<file path="config.mk">
export PLATFORM = sky130hd
export DESIGN_NAME = restoring_divider
export DESIGN_NICKNAME = d
export VERILOG_FILES = /design/src/rtl/restoring_divider.sv
export SDC_FILE = /design/constraint.sdc
export NUM_CORES = 1
export LEC_CHECK = 0
export ABC_AREA = 1
export BUFFER_PORTS_ARGS = -buffer_cell sky130_fd_sc_hd__clkbuf_2
export CAP_MARGIN = 20
export CORE_UTILIZATION = 43
export CTS_CLUSTER_SIZE = 28
export DETAILED_ROUTE_END_ITERATION = 12
export SLEW_MARGIN = 10
export SYNTH_ARGS = -nofsm -noshare
export SYNTH_HDL_FRONTEND = slang
export SYNTH_SLANG_ARGS = --single-unit
</file>
<file path="constraint.sdc">
create_clock -name clk -period 2.3 [get_ports clk]
set_clock_uncertainty 0.2 [all_clocks]
set_input_delay 0.46 -clock clk [delete_from_list [all_inputs] [get_ports clk]]
set_output_delay 0.46 -clock clk [all_outputs]
set_load 0.05 [all_outputs]
</file>
<file path="src/rtl/restoring_divider.sv">
// rtl/restoring_divider.sv - sequential unsigned restoring divider, 2N-bit dividend by N-bit divisor
module restoring_divider #(
   parameter int N = 4
) (
   input  logic           clk,
   input  logic           rst,
   input  logic           start,
   input  logic [2*N-1:0] dividend,
   input  logic [N-1:0]   divisor,
   output logic [N-1:0]   quotient,
   output logic [N-1:0]   remainder,
   output logic [2*N-1:0] data_out,
   output logic           div_by_zero,
   output logic           overflow,
   output logic           busy,
   output logic           done
);

   localparam int CW = $clog2(N + 1);

   typedef enum logic [2:0] {
      IDLE,
      LOAD,
      SHIFT,
      SUB,
      DONE
   } state_t;

   state_t        state;
   logic [N:0]    a;
   logic [N-1:0]  q;
   logic [N-1:0]  m;
   logic [CW-1:0] count;
   logic [N:0]    trial;

   // A is one bit wider than M, so trial[N] is the borrow of the subtraction
   assign trial    = a - {1'b0, m};
   assign data_out = {remainder, quotient};

   always_ff @(posedge clk) begin
      if (rst) begin
         state       <= IDLE;
         a           <= '0;
         q           <= '0;
         m           <= '0;
         count       <= '0;
         quotient    <= '0;
         remainder   <= '0;
         div_by_zero <= 1'b0;
         overflow    <= 1'b0;
         busy        <= 1'b0;
         done        <= 1'b0;
      end else begin
         case (state)
            IDLE: begin
               if (start) begin
                  state <= LOAD;
                  busy  <= 1'b1;
               end
            end
            LOAD: begin
               a     <= {1'b0, dividend[2*N-1:N]};
               q     <= dividend[N-1:0];
               m     <= divisor;
               count <= CW'(N);
               if (divisor == '0) begin
                  state       <= DONE;
                  done        <= 1'b1;
                  quotient    <= '1;
                  remainder   <= '0;
                  div_by_zero <= 1'b1;
                  overflow    <= 1'b0;
               end else if (dividend[2*N-1:N] >= divisor) begin
                  state       <= DONE;
                  done        <= 1'b1;
                  quotient    <= '1;
                  remainder   <= '0;
                  div_by_zero <= 1'b0;
                  overflow    <= 1'b1;
               end else begin
                  state <= SHIFT;
               end
            end
            SHIFT: begin
               {a, q} <= {a[N-1:0], q, 1'b0};
               state  <= SUB;
            end
            SUB: begin
               count <= count - 1'b1;
               if (!trial[N]) begin
                  a    <= trial;
                  q[0] <= 1'b1;
               end
               // Last iteration: capture the result as it is being formed
               if (count == CW'(1)) begin
                  state       <= DONE;
                  done        <= 1'b1;
                  quotient    <= trial[N] ? q : {q[N-1:1], 1'b1};
                  remainder   <= trial[N] ? a[N-1:0] : trial[N-1:0];
                  div_by_zero <= 1'b0;
                  overflow    <= 1'b0;
               end else begin
                  state <= SHIFT;
               end
            end
            DONE: begin
               state <= IDLE;
               done  <= 1'b0;
               busy  <= 1'b0;
            end
            default: begin
               state <= IDLE;
               done  <= 1'b0;
               busy  <= 1'b0;
            end
         endcase
      end
   end

endmodule

</file>
==> results.py <==
metrics = {
    "run_status": {
        "outcome": "finished, final reports clean",
    },
    "setup_path": {
        "end_kind": "flop",
        "cp.arrival_ns": 2.07,
        "required_ns": 2.29,
        "startpoint_type": "flop",
        "crit_path_max_fanout": 5,
        "criticalPathCategory": "reg2reg",
    },
    "routing": {
        "drc": 0,
        "postRouteAntennaNets": 0,
        "first_pass_iters": 4,
        "post_drt_via_cell_ratio": 4.91,
        "drt-wirelength-per-cell_um": 11.9,
        "drt-total-wl_mm": 4.27,
        "via_count": 1762,
        "drt_iter0_drc": 108,
    },
    "grt": {
        "grt_pass1_wl_mm": 6.98,
        "grt_max_degree": 19,
        "antenna_found_initial": 0,
        "globalRouteOverflowTotal": 0,
        "grt.total_usage_pct": 20.5,
        "grt_pass1_vias": 1603,
    },
    "clock_tree": {
        "cts_tree": "yes",
        "clk_path_buf_depth": 2,
        "cts.sinks": 31,
        "cts-root-buf": "clkbuf_8",
        "htreeDepth": 2,
        "cts_buffers": 5,
        "clk_latency_ns": 0.28,
        "holdBufCountCts": 0,
        "clkSlewWorstSetupHoldPaths_ns": 0.07,
    },
    "synth": {
        "ys_ff_latch": 31,
        "synth_compound_area_share_pct": 12.2,
        "synth_seq_area_share_pct": 32.9,
        "synth.distinct_cells": 31,
        "syn-num-nets": 304,
        "synth.mux.area_fraction_pct": 0,
        "synth_top_family_by_area": "simple AND/OR/NAND/NOR gates",
        "syn-cell-area_mm2": 0.00189,
        "syn_inst": 278,
        "ys_warn_count": 0,
        "synth_xor_area_share_pct": 0.464,
        "synth-simple-area-share_pct": 32.4,
        "synth_fa_ha_area_share_pct": 7.69,
        "postSynthAreaPerCell_um2": 6.79,
    },
    "die": {
        "start_util_pct": 45.9,
        "die_w_um": 68.3,
        "die_y_um": 68.3,
        "fp.coreArea_mm2": 0.00412,
        "ios": 35,
        "rows": 23,
        "dieArea_mm2": 0.00466,
    },
    "power_and_ir_drop": {
        "ir_drop_v": 0.000569,
        "pwr-share-comb_pct": 37.4,
        "cellPowerDensity_mw_per_mm2": 905,
        "switching_share_pct": 39.0,
        "p_clk_share_pct": 28.7,
        "p_int_mw": 1.20,
        "pwr-share-seq_pct": 33.9,
        "switching_power_uw": 767,
        "p_leak_nw": 1.11,
    },
    "sta": {
        "rsz0062_at_grt": "false",
        "setup-tns-final_ns": 0,
        "period_needed_ns": 2.08,
        "clock.fmax_mhz": 480,
        "fin_crit_sh_pct": 90.6,
        "final-hold-violation-count": 0,
        "setup_violations": 0,
        "fin_hold_ws_ns": 0.219,
        "slew_viol_final": 0,
        "tightestPinTransition_ns": 0.521,
        "relSlewSlack_pct": 65.1,
    },
    "finish": {
        "fin_nets": 334,
        "nFillCells": 429,
        "antennaDiodeCount": 0,
        "drive_above_1_share_pct": 20.7,
        "area_growth_pct": 15.2,
        "final_util_pct": 52.8,
        "final_cell_mix": "56 x nand2_1, 40 x inv_1, 34 x clkbuf_2, 32 x nor2_1, 31 x dfxtp_1",
        "final_common_cell": "nand2_1",
    },
    "flow_run": {
        "cap_violations": 0,
    },
    "placed_design": {
        "port_buffers": 34,
        "dpl.hpwl_mm": 3.17,
        "gp_congestion": 0.814,
    },
    "min_path": {
        "worstHoldPathType": "in2reg",
    },
}
## area by class of cell
class                   count  area [µm²]  area share (%)
multi-input cells         188        1010            46.5
flip-flops and latches     31         621            28.5
repair buffers             37         193            8.86
inverters                  45         169            7.77
clock buffers               6        82.6            3.80
well taps                  50        62.6            2.88
clock inverters             2        35.0            1.61
## flip-flops by register name (all words and copies together) (netlist names)
name	cells
done	1
state	3
remainder	4
quotient	4
q	4
m	4
busy	1
div_by_zero	1
a	5
count	3
overflow	1
## routing by layer
metal	track usage (%)	routed length, µm
met5	0	0
met4	4.69	36
met3	5.50	208
met2	34.3	2000
met1	25.9	2030
## critical path, cell delays in order, from the launching register on
cell and delay [ns]:
dfxtp_1 0.33, inv_1 0.08, ha_1 0.14, inv_1 0.05
fa_1 0.40, nand3_2 0.10, nand3_1 0.11, nand2_2 0.12
nand3_1 0.14, o21ai_2 0.13, nand2_1 0.08, nand3_1 0.07
inv_1 0.04
## synthesized netlist by cell type
| cell | instances | area share [%] |
|---|---|---|
| a211oi_1 | 2 | 0.79 |
| o22ai_1 | 2 | 0.66 |
| dfxtp_1 | 31 | 33 |
| a31oi_1 | 1 | 0.33 |
| o21ai_0 | 10 | 2.7 |
| nor2_2 | 1 | 0.33 |
| nor3_1 | 1 | 0.26 |
| nor2_1 | 32 | 6.4 |
| nand3b_1 | 7 | 2.8 |
| ha_1 | 10 | 6.6 |
| nand2_4 | 1 | 0.60 |
| nor2_4 | 2 | 1.2 |
| fa_1 | 1 | 1.1 |
| a21oi_1 | 18 | 4.8 |
| nand4_1 | 2 | 0.66 |
| inv_2 | 5 | 0.99 |
| xor2_1 | 1 | 0.46 |
| buf_6 | 2 | 1.2 |
| nand3_1 | 26 | 6.9 |
| clkbuf_1 | 2 | 0.40 |
| buf_4 | 9 | 3.6 |
| o21bai_1 | 1 | 0.40 |
| nand2_1 | 57 | 11 |
| buf_2 | 1 | 0.26 |
| a221oi_1 | 1 | 0.46 |
| o21ai_1 | 2 | 0.53 |
| o31ai_1 | 1 | 0.40 |
| inv_1 | 40 | 8.0 |
| o211ai_1 | 2 | 0.79 |
| nand2_2 | 6 | 2.0 |
| a21boi_0 | 1 | 0.40 |
## stage by stage
stage / total power [mW] / cells / cell area, µm² / setup slack [ns]
6_report: 1.97 / 359 / 2170 / 0.217
4_1_cts: 1.96 / 359 / 2160 / 0.135
3_3_place_gp: 1.39 / 351 / 2040 / 0.120
3_5_place_dp: 1.39 / 351 / 2040 / 0.109
5_1_grt: 2.10 / 359 / 2170 / 0.0197
2_1_floorplan: 1.25 / 278 / 1890 / 0.299
## final timing paths
kind / from / to / slack, ns / cells after the start
worst max register to register: a[0]$_SDFFE_PP0P_ / q[0]$_SDFFE_PP0P_ / 0.22 / 12
worst min register to register: done$_SDFFE_PP0P_ / done$_SDFFE_PP0P_ / 0.25 / 2
worst max-delay path: a[0]$_SDFFE_PP0P_ / q[0]$_SDFFE_PP0P_ / 0.22 / 12
worst min-delay path: rst / count[1]$_SDFFE_PP0P_ / 0.22 / 2
## logic make-up after synthesis
logic type      after synthesis
compound gates               41
simple gates                135
flops                        31
buf+inv                      59
fa+ha+maj                    11
xor+xnor                      1
## repair_timing
item	in CTS	in global routing
buffers inserted	0	0
gates resized for setup	0	4
endpoints found under the setup margin	0	10
## power by group through the flow
stage	clock, mW	sequential [mW]	combinational (mW)
2_1_floorplan	0	0.754	0.496
3_3_place_gp	0	0.677	0.716
3_5_place_dp	0	0.678	0.715
4_1_cts	0.574	0.666	0.720
5_1_grt	0.596	0.677	0.827
6_report	0.565	0.667	0.737
(Power assumes the default switching activity.)
